$ cat src/rtl/ex_stage_if.sv
// Decode <-> execute bus: ID/EX operands in, stall/forwarding/EX-MEM/HI-LO out.
interface ex_stage_if;
  logic        flush_i;
  logic [7:0]  aluop_i;
  logic [2:0]  alusel_i;
  logic [31:0] data1_i;
  logic [31:0] data2_i;
  logic        we_i;
  logic [4:0]  waddr_i;
  logic        stallreq_o;
  logic        ex_we_o;
  logic [4:0]  ex_waddr_o;
  logic [31:0] ex_wdata_o;
  logic        mem_we_o;
  logic [4:0]  mem_waddr_o;
  logic [31:0] mem_wdata_o;
  logic [31:0] hi_o;
  logic [31:0] lo_o;

  modport master (
    output flush_i, aluop_i, alusel_i, data1_i, data2_i, we_i, waddr_i,
    input  stallreq_o, ex_we_o, ex_waddr_o, ex_wdata_o,
           mem_we_o, mem_waddr_o, mem_wdata_o, hi_o, lo_o
  );

  modport slave (
    input  flush_i, aluop_i, alusel_i, data1_i, data2_i, we_i, waddr_i,
    output stallreq_o, ex_we_o, ex_waddr_o, ex_wdata_o,
           mem_we_o, mem_waddr_o, mem_wdata_o, hi_o, lo_o
  );
endinterface

$ cat src/rtl/ex_stage.sv
// Execute stage: ID/EX latch, logic/shift/move results, HI/LO and a
// bit-serial shift-add multiplier that stalls the front end while it runs.
module ex_stage (
  input  logic       clk,
  input  logic       rst,
  ex_stage_if.slave  bus
);
  localparam int MUL_ITER = 32;

  localparam logic [7:0] OP_NOP   = 8'b0000_0000;
  localparam logic [7:0] OP_AND   = 8'b0010_0100;
  localparam logic [7:0] OP_OR    = 8'b0010_0101;
  localparam logic [7:0] OP_XOR   = 8'b0010_0110;
  localparam logic [7:0] OP_NOR   = 8'b0010_0111;
  localparam logic [7:0] OP_SLL   = 8'b0111_1100;
  localparam logic [7:0] OP_SRL   = 8'b0000_0010;
  localparam logic [7:0] OP_SRA   = 8'b0000_0011;
  localparam logic [7:0] OP_MOVZ  = 8'b0000_1010;
  localparam logic [7:0] OP_MOVN  = 8'b0000_1011;
  localparam logic [7:0] OP_MFHI  = 8'b0001_0000;
  localparam logic [7:0] OP_MTHI  = 8'b0001_0001;
  localparam logic [7:0] OP_MFLO  = 8'b0001_0010;
  localparam logic [7:0] OP_MTLO  = 8'b0001_0011;
  localparam logic [7:0] OP_MULT  = 8'b0001_1000;
  localparam logic [7:0] OP_MULTU = 8'b0001_1001;
  localparam logic [2:0] RES_NOP  = 3'b000;

  typedef enum logic [1:0] {IDLE, BUSY, DONE} mul_state_t;

  mul_state_t  state_reg;
  logic [7:0]  aluop_reg;
  logic [2:0]  alusel_reg;
  logic [31:0] data1_reg, data2_reg;
  logic        we_reg;
  logic [4:0]  waddr_reg;
  logic [31:0] hi_reg, lo_reg;
  logic [63:0] mul_a_reg, acc_reg;
  logic [31:0] mul_b_reg;
  logic [4:0]  cnt_reg;
  logic        neg_reg;
  logic        mem_we_reg;
  logic [4:0]  mem_waddr_reg;
  logic [31:0] mem_wdata_reg;

  logic        is_mul, is_mult, stall;
  logic [31:0] op_a, op_b, result, ex_wdata;
  logic [63:0] product;

  assign is_mult = (aluop_reg == OP_MULT);
  assign is_mul  = is_mult || (aluop_reg == OP_MULTU);
  assign stall   = is_mul && (state_reg != DONE);

  // Signed multiply works on magnitudes; 0x80000000 negates to itself, which
  // is the correct magnitude when read as unsigned.
  assign op_a    = (is_mult && data1_reg[31]) ? -data1_reg : data1_reg;
  assign op_b    = (is_mult && data2_reg[31]) ? -data2_reg : data2_reg;
  assign product = neg_reg ? -acc_reg : acc_reg;

  always_comb begin
    result = 32'd0;
    case (aluop_reg)
      OP_AND:  result = data1_reg & data2_reg;
      OP_OR:   result = data1_reg | data2_reg;
      OP_XOR:  result = data1_reg ^ data2_reg;
      OP_NOR:  result = ~(data1_reg | data2_reg);
      OP_SLL:  result = data2_reg << data1_reg[4:0];
      OP_SRL:  result = data2_reg >> data1_reg[4:0];
      OP_SRA:  result = $signed(data2_reg) >>> data1_reg[4:0];
      OP_MOVZ, OP_MOVN: result = data1_reg;
      OP_MFHI: result = hi_reg;
      OP_MFLO: result = lo_reg;
      default: result = 32'd0;
    endcase
    ex_wdata = (alusel_reg == RES_NOP) ? 32'd0 : result;
  end

  // ID/EX latch: held while the multiplier owns the stage.
  always_ff @(posedge clk) begin
    if (rst || bus.flush_i) begin
      aluop_reg  <= OP_NOP;
      alusel_reg <= RES_NOP;
      data1_reg  <= 32'd0;
      data2_reg  <= 32'd0;
      we_reg     <= 1'b0;
      waddr_reg  <= 5'd0;
    end else if (!stall) begin
      aluop_reg  <= bus.aluop_i;
      alusel_reg <= bus.alusel_i;
      data1_reg  <= bus.data1_i;
      data2_reg  <= bus.data2_i;
      we_reg     <= bus.we_i;
      waddr_reg  <= bus.waddr_i;
    end
  end

  always_ff @(posedge clk) begin
    if (rst) begin
      state_reg <= IDLE;
      mul_a_reg <= 64'd0;
      mul_b_reg <= 32'd0;
      acc_reg   <= 64'd0;
      cnt_reg   <= 5'd0;
      neg_reg   <= 1'b0;
    end else if (bus.flush_i) begin
      state_reg <= IDLE;
    end else begin
      case (state_reg)
        IDLE: if (is_mul) begin
          mul_a_reg <= {32'd0, op_a};
          mul_b_reg <= op_b;
          acc_reg   <= 64'd0;
          cnt_reg   <= 5'd0;
          neg_reg   <= is_mult && (data1_reg[31] ^ data2_reg[31]);
          state_reg <= BUSY;
        end
        BUSY: begin
          // b is shifted right, so b[0] here is the original b[cnt].
          if (mul_b_reg[0]) acc_reg <= acc_reg + mul_a_reg;
          mul_a_reg <= mul_a_reg << 1;
          mul_b_reg <= mul_b_reg >> 1;
          cnt_reg   <= cnt_reg + 5'd1;
          if (cnt_reg == 5'(MUL_ITER - 1)) state_reg <= DONE;
        end
        DONE:    state_reg <= IDLE;
        default: state_reg <= IDLE;
      endcase
    end
  end

  always_ff @(posedge clk) begin
    if (rst) begin
      hi_reg <= 32'd0;
      lo_reg <= 32'd0;
    end else if (!bus.flush_i) begin
      if (state_reg == DONE) begin
        hi_reg <= product[63:32];
        lo_reg <= product[31:0];
      end else if (aluop_reg == OP_MTHI) begin
        hi_reg <= data1_reg;
      end else if (aluop_reg == OP_MTLO) begin
        lo_reg <= data1_reg;
      end
    end
  end

  always_ff @(posedge clk) begin
    if (rst) begin
      mem_we_reg    <= 1'b0;
      mem_waddr_reg <= 5'd0;
      mem_wdata_reg <= 32'd0;
    end else if (bus.flush_i || stall) begin
      mem_we_reg    <= 1'b0;
    end else begin
      mem_we_reg    <= we_reg;
      mem_waddr_reg <= waddr_reg;
      mem_wdata_reg <= ex_wdata;
    end
  end

  assign bus.stallreq_o  = stall;
  assign bus.ex_we_o     = we_reg;
  assign bus.ex_waddr_o  = waddr_reg;
  assign bus.ex_wdata_o  = ex_wdata;
  assign bus.mem_we_o    = mem_we_reg;
  assign bus.mem_waddr_o = mem_waddr_reg;
  assign bus.mem_wdata_o = mem_wdata_reg;
  assign bus.hi_o        = hi_reg;
  assign bus.lo_o        = lo_reg;
endmodule

$ cat src/flat_wrapper.sv
// flat-port wrapper written by rule: the top's interface ports become plain ports
module ex_stage_flat 
  (clk, rst, bus_flush_i, bus_aluop_i, bus_alusel_i, bus_data1_i, bus_data2_i, bus_we_i, bus_waddr_i, bus_stallreq_o, bus_ex_we_o, bus_ex_waddr_o, bus_ex_wdata_o, bus_mem_we_o, bus_mem_waddr_o, bus_mem_wdata_o, bus_hi_o, bus_lo_o);
  ex_stage_if bus_i ();
  input  logic clk;
  input  logic rst;
  input wire logic [$bits(bus_i.flush_i)-1:0] bus_flush_i;
  input wire logic [$bits(bus_i.aluop_i)-1:0] bus_aluop_i;
  input wire logic [$bits(bus_i.alusel_i)-1:0] bus_alusel_i;
  input wire logic [$bits(bus_i.data1_i)-1:0] bus_data1_i;
  input wire logic [$bits(bus_i.data2_i)-1:0] bus_data2_i;
  input wire logic [$bits(bus_i.we_i)-1:0] bus_we_i;
  input wire logic [$bits(bus_i.waddr_i)-1:0] bus_waddr_i;
  output wire logic [$bits(bus_i.stallreq_o)-1:0] bus_stallreq_o;
  output wire logic [$bits(bus_i.ex_we_o)-1:0] bus_ex_we_o;
  output wire logic [$bits(bus_i.ex_waddr_o)-1:0] bus_ex_waddr_o;
  output wire logic [$bits(bus_i.ex_wdata_o)-1:0] bus_ex_wdata_o;
  output wire logic [$bits(bus_i.mem_we_o)-1:0] bus_mem_we_o;
  output wire logic [$bits(bus_i.mem_waddr_o)-1:0] bus_mem_waddr_o;
  output wire logic [$bits(bus_i.mem_wdata_o)-1:0] bus_mem_wdata_o;
  output wire logic [$bits(bus_i.hi_o)-1:0] bus_hi_o;
  output wire logic [$bits(bus_i.lo_o)-1:0] bus_lo_o;
  assign bus_i.flush_i = bus_flush_i;
  assign bus_i.aluop_i = bus_aluop_i;
  assign bus_i.alusel_i = bus_alusel_i;
  assign bus_i.data1_i = bus_data1_i;
  assign bus_i.data2_i = bus_data2_i;
  assign bus_i.we_i = bus_we_i;
  assign bus_i.waddr_i = bus_waddr_i;
  assign bus_stallreq_o = bus_i.stallreq_o;
  assign bus_ex_we_o = bus_i.ex_we_o;
  assign bus_ex_waddr_o = bus_i.ex_waddr_o;
  assign bus_ex_wdata_o = bus_i.ex_wdata_o;
  assign bus_mem_we_o = bus_i.mem_we_o;
  assign bus_mem_waddr_o = bus_i.mem_waddr_o;
  assign bus_mem_wdata_o = bus_i.mem_wdata_o;
  assign bus_hi_o = bus_i.hi_o;
  assign bus_lo_o = bus_i.lo_o;
  ex_stage u_core (.clk(clk), .rst(rst), .bus(bus_i));
endmodule
$ cat config.mk
export PLATFORM = sky130hd
export DESIGN_NAME = ex_stage_flat
export DESIGN_NICKNAME = d
export VERILOG_FILES = /design/src/rtl/ex_stage_if.sv /design/src/rtl/ex_stage.sv /design/src/flat_wrapper.sv
export SDC_FILE = /design/constraint.sdc
export NUM_CORES = 1
export LEC_CHECK = 0
export ABC_AREA = 0
export ABC_CLOCK_PERIOD_IN_PS = 4600
export CAP_MARGIN = 0
export CORE_ASPECT_RATIO = 0.75
export CORE_UTILIZATION = 50
export CTS_BUF_LIST = sky130_fd_sc_hd__clkbuf_8
export DETAILED_ROUTE_END_ITERATION = 12
export PLACE_DENSITY = 0.79
export SYNTH_ARGS = -nofsm -noshare
export SYNTH_HDL_FRONTEND = slang
export SYNTH_SLANG_ARGS = --single-unit
$ cat constraint.sdc
create_clock -name clk -period 4.6 [get_ports clk]
set_input_delay 1.38 -clock clk [delete_from_list [all_inputs] [get_ports clk]]
set_output_delay 1.38 -clock clk [all_outputs]
set_load 0.02 [all_outputs]
# Word-level counts from Yosys, hierarchy flattened
# Index checks and enable logic that the tools add are counted.
[op_classes]
bitwise_logic = 6
n_lt_le_gt_ge = 0
shift = 3
n_addsub = 5
n_mul = 0
div = 0
mux = 22
n_reduce_logical = 21
n_eq_ne = 23
[op_table]
columns = ["operator", "count"]
rows = [
  ["case mux 32 bit (10 select lines)", 1],
  ["two-way mux 32 bit", 9],
  ["two-way mux 64 bit", 4],
  ["case mux 64 bit (2 select lines)", 2],
  ["adder 64 bit", 1],
  ["negation 32 bit", 2],
  ["negation 64 bit", 1],
  ["case mux 32 bit (2 select lines)", 1],
  ["== test 8 x 5 -> 1 bit (second input constant)", 6],
  ["AND 32 bit", 1],
  ["== test 8 x 6 -> 1 bit (second input constant)", 4],
  ["inverter 32 bit", 1],
  ["OR 32 bit", 1],
  ["<< shifter 32 x 5 -> 32 bit", 1],
  ["right shift 32 x 5 -> 32 bit", 1],
  [">>> shifter 32 x 5 -> 32 bit", 1],
  ["bitwise XOR 32 bit", 1],
  ["== test 8 x 2 -> 1 bit (second input constant)", 2],
  ["== test 8 x 4 -> 1 bit (second input constant)", 2],
  ["case mux 5 bit (2 select lines)", 1],
  ["AND reduction 3 bit", 3],
  ["== test 8 x 7 -> 1 bit (second input constant)", 1],
  ["inequality test 2 x 1 -> 1 bit (second input constant)", 4],
  ["nonzero test 2 bit", 3],
  ["other kinds (17)", 26],
]
[totals]
mem_bits_ro = 0
n_memories = 0
latch_bits = 0
in_bits = 84
mem_bits_rw = 0
reg_bits = 351

# Logic depth before layout (Yosys ltp)
[logic_depth]
word_depth = 5
mapped_depth = 15
mapped_depth_nobuf = 13

# Least setup slack after synthesis
# Ideal clock, no wire load.
[synth_path]
kind = "register to output"
from = "reg u_core.aluop_reg[5]"
to = "out bus_ex_wdata_o[21]"
path_slack_ps = 646
t_arrival_ps = 2574
stages_incl_launch_ff = 10
required_time_ps = 3220
n_path_buf = 2
cell_sequence = "dfxtp_1 -> or4b_1 -> nor3_1 -> and2_1 -> clkbuf_1 -> buf_2 -> a222oi_1 -> o211ai_1 -> a31oi_1 -> a21oi_1"
[synth_between]
elab_chain_len = 4
elab_cells_between_ends = 14
classes_between = "eq/ne (11); mux (2); reduce/logical (1)"
[synth_rtl]
columns = ["item", "line", "source"]
rows = [
  ["start, declared", "ex_stage.sv:31", "logic [7:0] aluop_reg;"],
  ["start signal, assigned", "ex_stage.sv:87", "aluop_reg <= bus.aluop_i;"],
  ["== test 8 x 4 -> 1 bit", "ex_stage.sv:61", "case (aluop_reg)"],
  ["OR reduction 2 bit", "ex_stage.sv:61", ""],
  ["case mux 32 bit (10 select lines) (*)", "ex_stage.sv:61", ""],
  ["two-way mux 32 bit (*)", "ex_stage.sv:74", "ex_wdata = (alusel_reg == RES_NOP) ? 32'd0 : result;"],
  ["end, declared", "flat_wrapper.sv:17", "output wire logic [$bits(bus_i.ex_wdata_o)-1:0] bus_ex_wdata_o;"],
]
# Every way passes the cells marked *; elsewhere a longest branch is shown, timed or not.

# Worst setup path in the final report
[layout_path]
from = "reg u_core.data1_reg[0]"
to = "out bus_ex_wdata_o[0]"
[layout_between]
elab_chain_len = 4
elab_cells_between_ends = 9
classes_between = "shift (3); mux (2); bitwise (4)"
[layout_rtl]
columns = ["item", "line", "source"]
rows = [
  ["start, declared", "ex_stage.sv:33", "logic [31:0] data1_reg, data2_reg;"],
  ["start signal, assigned", "ex_stage.sv:89", "data1_reg <= bus.data1_i;"],
  ["branches (longest 2 deep; another with >>> shifter 32 x 5 -> 32 bit)", "--", ""],
  ["case mux 32 bit (10 select lines) (*)", "ex_stage.sv:61", ""],
  ["two-way mux 32 bit (*)", "ex_stage.sv:74", ""],
]
# Every way passes the cells marked *.

==> metrics.log <==
[metrics] result of the run: finished with violations
[metrics] violations in the final reports: negative setup slack
[metrics] GR Util met3: 15.6%
[metrics] global-route usage over all layers: 44.5%
[metrics] Rel. slew slack: 35.4%
[metrics] Antenna Nets Post-Route: 0
[metrics] initial antenna violation count: 5
[metrics] vias per inst: ~6.5
[metrics] GR Layer Usage met2: 59.9%
[metrics] combined area of the multi-input logic cells: between 0.015 and 0.02 mm^2
[metrics] Setup Slack @ Placement: -0.248 ns
[metrics] number of H-tree branching levels: 2
[metrics] count of unique library cells instantiated by Yosys: 88
[metrics] Area contributors post-synth: dfxtp_1 (27%), a21oi_1 (7.8%), nand2_1 (6.5%), ha_1 (6.4%), nor2_1 (6.1%)
[metrics] worst hold margin: 0.453 ns
[metrics] count of port buffers added during placement: 224
[metrics] Clock Root Buffer: clkbuf_8
[metrics] worst-case vdd ir drop: 308 uV
[metrics] number of hold buffers added after CTS: 0
[metrics] count of boundary I/O pins: between 200 and 250
[metrics] number of register bits inferred by synthesis: 351
[metrics] deepest clock path buffer count: 3
[metrics] gate count of the mapped netlist: between 3000 and 4000
[metrics] GR Overflow Total: 0
[metrics] WL per Instance: 26.9 um
[metrics] clock sink count: 351
[metrics] power per standard cell area: roughly 220 mW/mm^2
[metrics] insertion delay to the later sink of the worst-skew pair: 0.71 ns
[metrics] critical path data required time: around 3.2 ns
[metrics] leakage component of the power: 12.9 nW
[metrics] most repeated cell in the gate-level netlist after synthesis: nand2_1
[metrics] clock share of power: 42.0%
[metrics] weighted congestion at the end of routability-driven global placement: 1.07
[metrics] power share of the sequential group: 43.3%
[metrics] skew final: between 0.08 and 0.09 ns
[metrics] Final min period: 4.64 ns
[metrics] Setup crit start kind: flop
[metrics] die height: 199 um
[metrics] proportion of synthesized flip-flops having asynchronous set or reset: 0%
[metrics] global-route wire length before repair: 175 mm
[metrics] classification of the worst setup path: flop to primary output
[metrics] R2R Path Start: u_core.acc_reg[0]
[metrics] estimated wirelength of the detail-placed design: between 90 and 100 mm
[metrics] vias in the first global route: 25900
[metrics] cell type with the largest total area after synthesis: dfxtp_1
[metrics] # DRC: 0
[metrics] pin count of the biggest net entering global routing: 106
[metrics] Worst-Margin Slew: 0.970 ns
[metrics] final worst setup slack: -0.0379 ns
[metrics] Pint: 5.12 mW
[metrics] router iterations before antenna repair: 7
[metrics] endpoint class of the critical path: primary output
[metrics] # Max-Cap Violations: 0
[metrics] power spent charging and discharging nets: 2.12 mW
[metrics] number of CTS-inserted buffers: 58
[metrics] Design Area, Final: 0.0328 mm^2
[metrics] Synthesized Nets: ~3700
[metrics] Nets: 3968
[metrics] synth warn: 0
[metrics] width of the chip: roughly 270 um
[metrics] synthesis-to-layout area growth: 26.5%
[metrics] area share of the largest cell type after synthesis: about 27%
[metrics] class of the most critical hold timing path: flop to flop
[metrics] final hold viol count: 0
[metrics] sequential cell area fraction in the yosys report: a little over a quarter
[metrics] Iteration-0 DRC Markers: 3899
[metrics] netlist area before placement: between 0.02 and 0.03 mm^2
[metrics] Starting Density: between 50 and 60%
[metrics] DRT Wirelength: 121 mm
[metrics] via count of the routed design: between 20000 and 30000
[metrics] first element of the critical path: u_core.data1_reg[0]
[metrics] setup repair after global routing missed its margin: yes
[metrics] final worst-path cycle share: 101%
[metrics] commonest cells in the netlist: nand2_1 (451), nor2_1 (421), a21oi_1 (405), dfxtp_1 (351), clkbuf_1 (261)
[metrics] TritonCTS clock tree: done
[metrics] Avg Synthesized Cell Area: 7.54 um^2
[metrics] clock slew at the register clock pins of the worst setup and hold paths: 0.07 ns
[metrics] maximum operating frequency: 216 MHz
[metrics] total count of max-transition violations in the final report: 0
[metrics] data arrival time of the critical path: 3.26 ns
[metrics] EDFF count, synth: 0
[metrics] share of total power consumed by net switching: 29.3%
[metrics] number of filler cells placed in the layout: 4434
[metrics] global-route layer with the greatest usage: met1
[metrics] Synth Flop Type: dfxtp_1
[metrics] endpoints failing setup: 5
[metrics] largest driver fanout on the critical path: 13
[metrics] placed cell areas: 0.0304 mm^2
[metrics] cell row count: 71
[metrics] Combinational Power Share: between 10 and 15%
[metrics] sequential cell area: slightly above 0.007 mm^2
[metrics] area of the die: ~0.053 mm^2
[metrics] share of cells above drive strength 1: about a fifth
[metrics] origin of the worst min-delay path: u_core.bus.mem_wdata_o[12]
[metrics] global routing met1 resource utilization: 63.7%
[metrics] total core area: 0.0507 mm^2
==> what timing repair did <==
action / in CTS / in global routing
pin swaps: 19 / 47
buffers inserted: 22 / 29
setup endpoints to repair: 33 / 32
resized for setup: 252 / 133
cloned: 2 / 0
==> per-stage QoR <==
stage | setup TNS [ns] | total power, mW | utilization (%) | cells
floorplan | 0 | 3.66 | - | 3446
global placement | -0.667 | 4.14 | 59.9 | 4332
detailed placement | -0.724 | 4.13 | 59.9 | 4332
CTS | -0.0471 | 7.15 | 63.5 | 4463
global route | -0.853 | 7.40 | 64.7 | 4491
finish | -0.139 | 7.24 | 64.7 | 4493
==> cell usage in the layout, fill, tap and decap left out, types with 120 or more instances in the layout <==
master	n
xnor2_1	120
o21ai_0	125
clkdlybuf4s50_1	191
dfxtp_1	319
buf_4	293
nand2_1	444
a211oi_1	134
a21oi_1	385
ha_1	130
nor2_1	396
==> path summary, 6_finish.rpt <==
kind	endpoint	slack, ns	depth (start not counted)
worst min register to register	u_core.bus.mem_wdata_o[12]	0.45	2
worst max register to register	u_core.acc_reg[54]	0.69	14
worst min-delay path	u_core.bus.mem_wdata_o[12]	0.45	2
worst max-delay path	bus_ex_wdata_o[0]	-0.04	8
==> power by group through the flow <==
stage / Clock, mW / Sequential [mW] / Combinational [mW]
2_1_floorplan: 0 / 3.17 / 0.486
3_3_place_gp: 0 / 3.20 / 0.938
3_5_place_dp: 0 / 3.20 / 0.928
4_1_cts: 3.04 / 3.13 / 0.979
5_1_grt: 3.17 / 3.13 / 1.10
6_report: 3.04 / 3.14 / 1.07
==> worst max-delay path: stages (launching register included) <==
cell      delay [ns]
dfxtp_4         0.42
buf_4           0.14
buf_12          0.14
mux4_2          0.55
buf_4           0.17
mux4_2          0.44
o211ai_1        0.32
a31oi_1         0.19
buf_4           0.19
==> area by class of cell <==
type | instances | area share [%]
antenna | 3 | 0.0229
tap | 693 | 2.64
sequential | 351 | 21.6
inverter | 86 | 0.994
multi-input combinational | 2707 | 55.6
clock buffer | 74 | 3.10
clock inverter | 33 | 0.739
timing repair buffer | 546 | 15.3
==> cell families (layout without fill, tap and decap cells) <==
group / Yosys count / count (layout) / share of synthesized area [%]
adder cells (fa/ha/maj): 134 / 134 / 6.48
AND/OR/NAND/NOR: 1188 / 1188 / 20.2
multiplexers: 131 / 131 / 8.05
AO/OA/AOI/OAI: 1045 / 1045 / 25.5
buffers and inverters: 388 / 739 / 5.68
other: 0 / 3 / 0
XOR/XNOR: 209 / 209 / 7.05
flip-flops: 351 / 351 / 27.1
==> routing by layer <==
layer / vias to the layer above / wire [um]
met1: 13800 / 50500
li1: 13000 / -
met5: - / 13
met3: 301 / 18300
met2: 2019 / 46400
met4: 2 / 5760
Note: power is estimated with default switching activity, not from simulation.
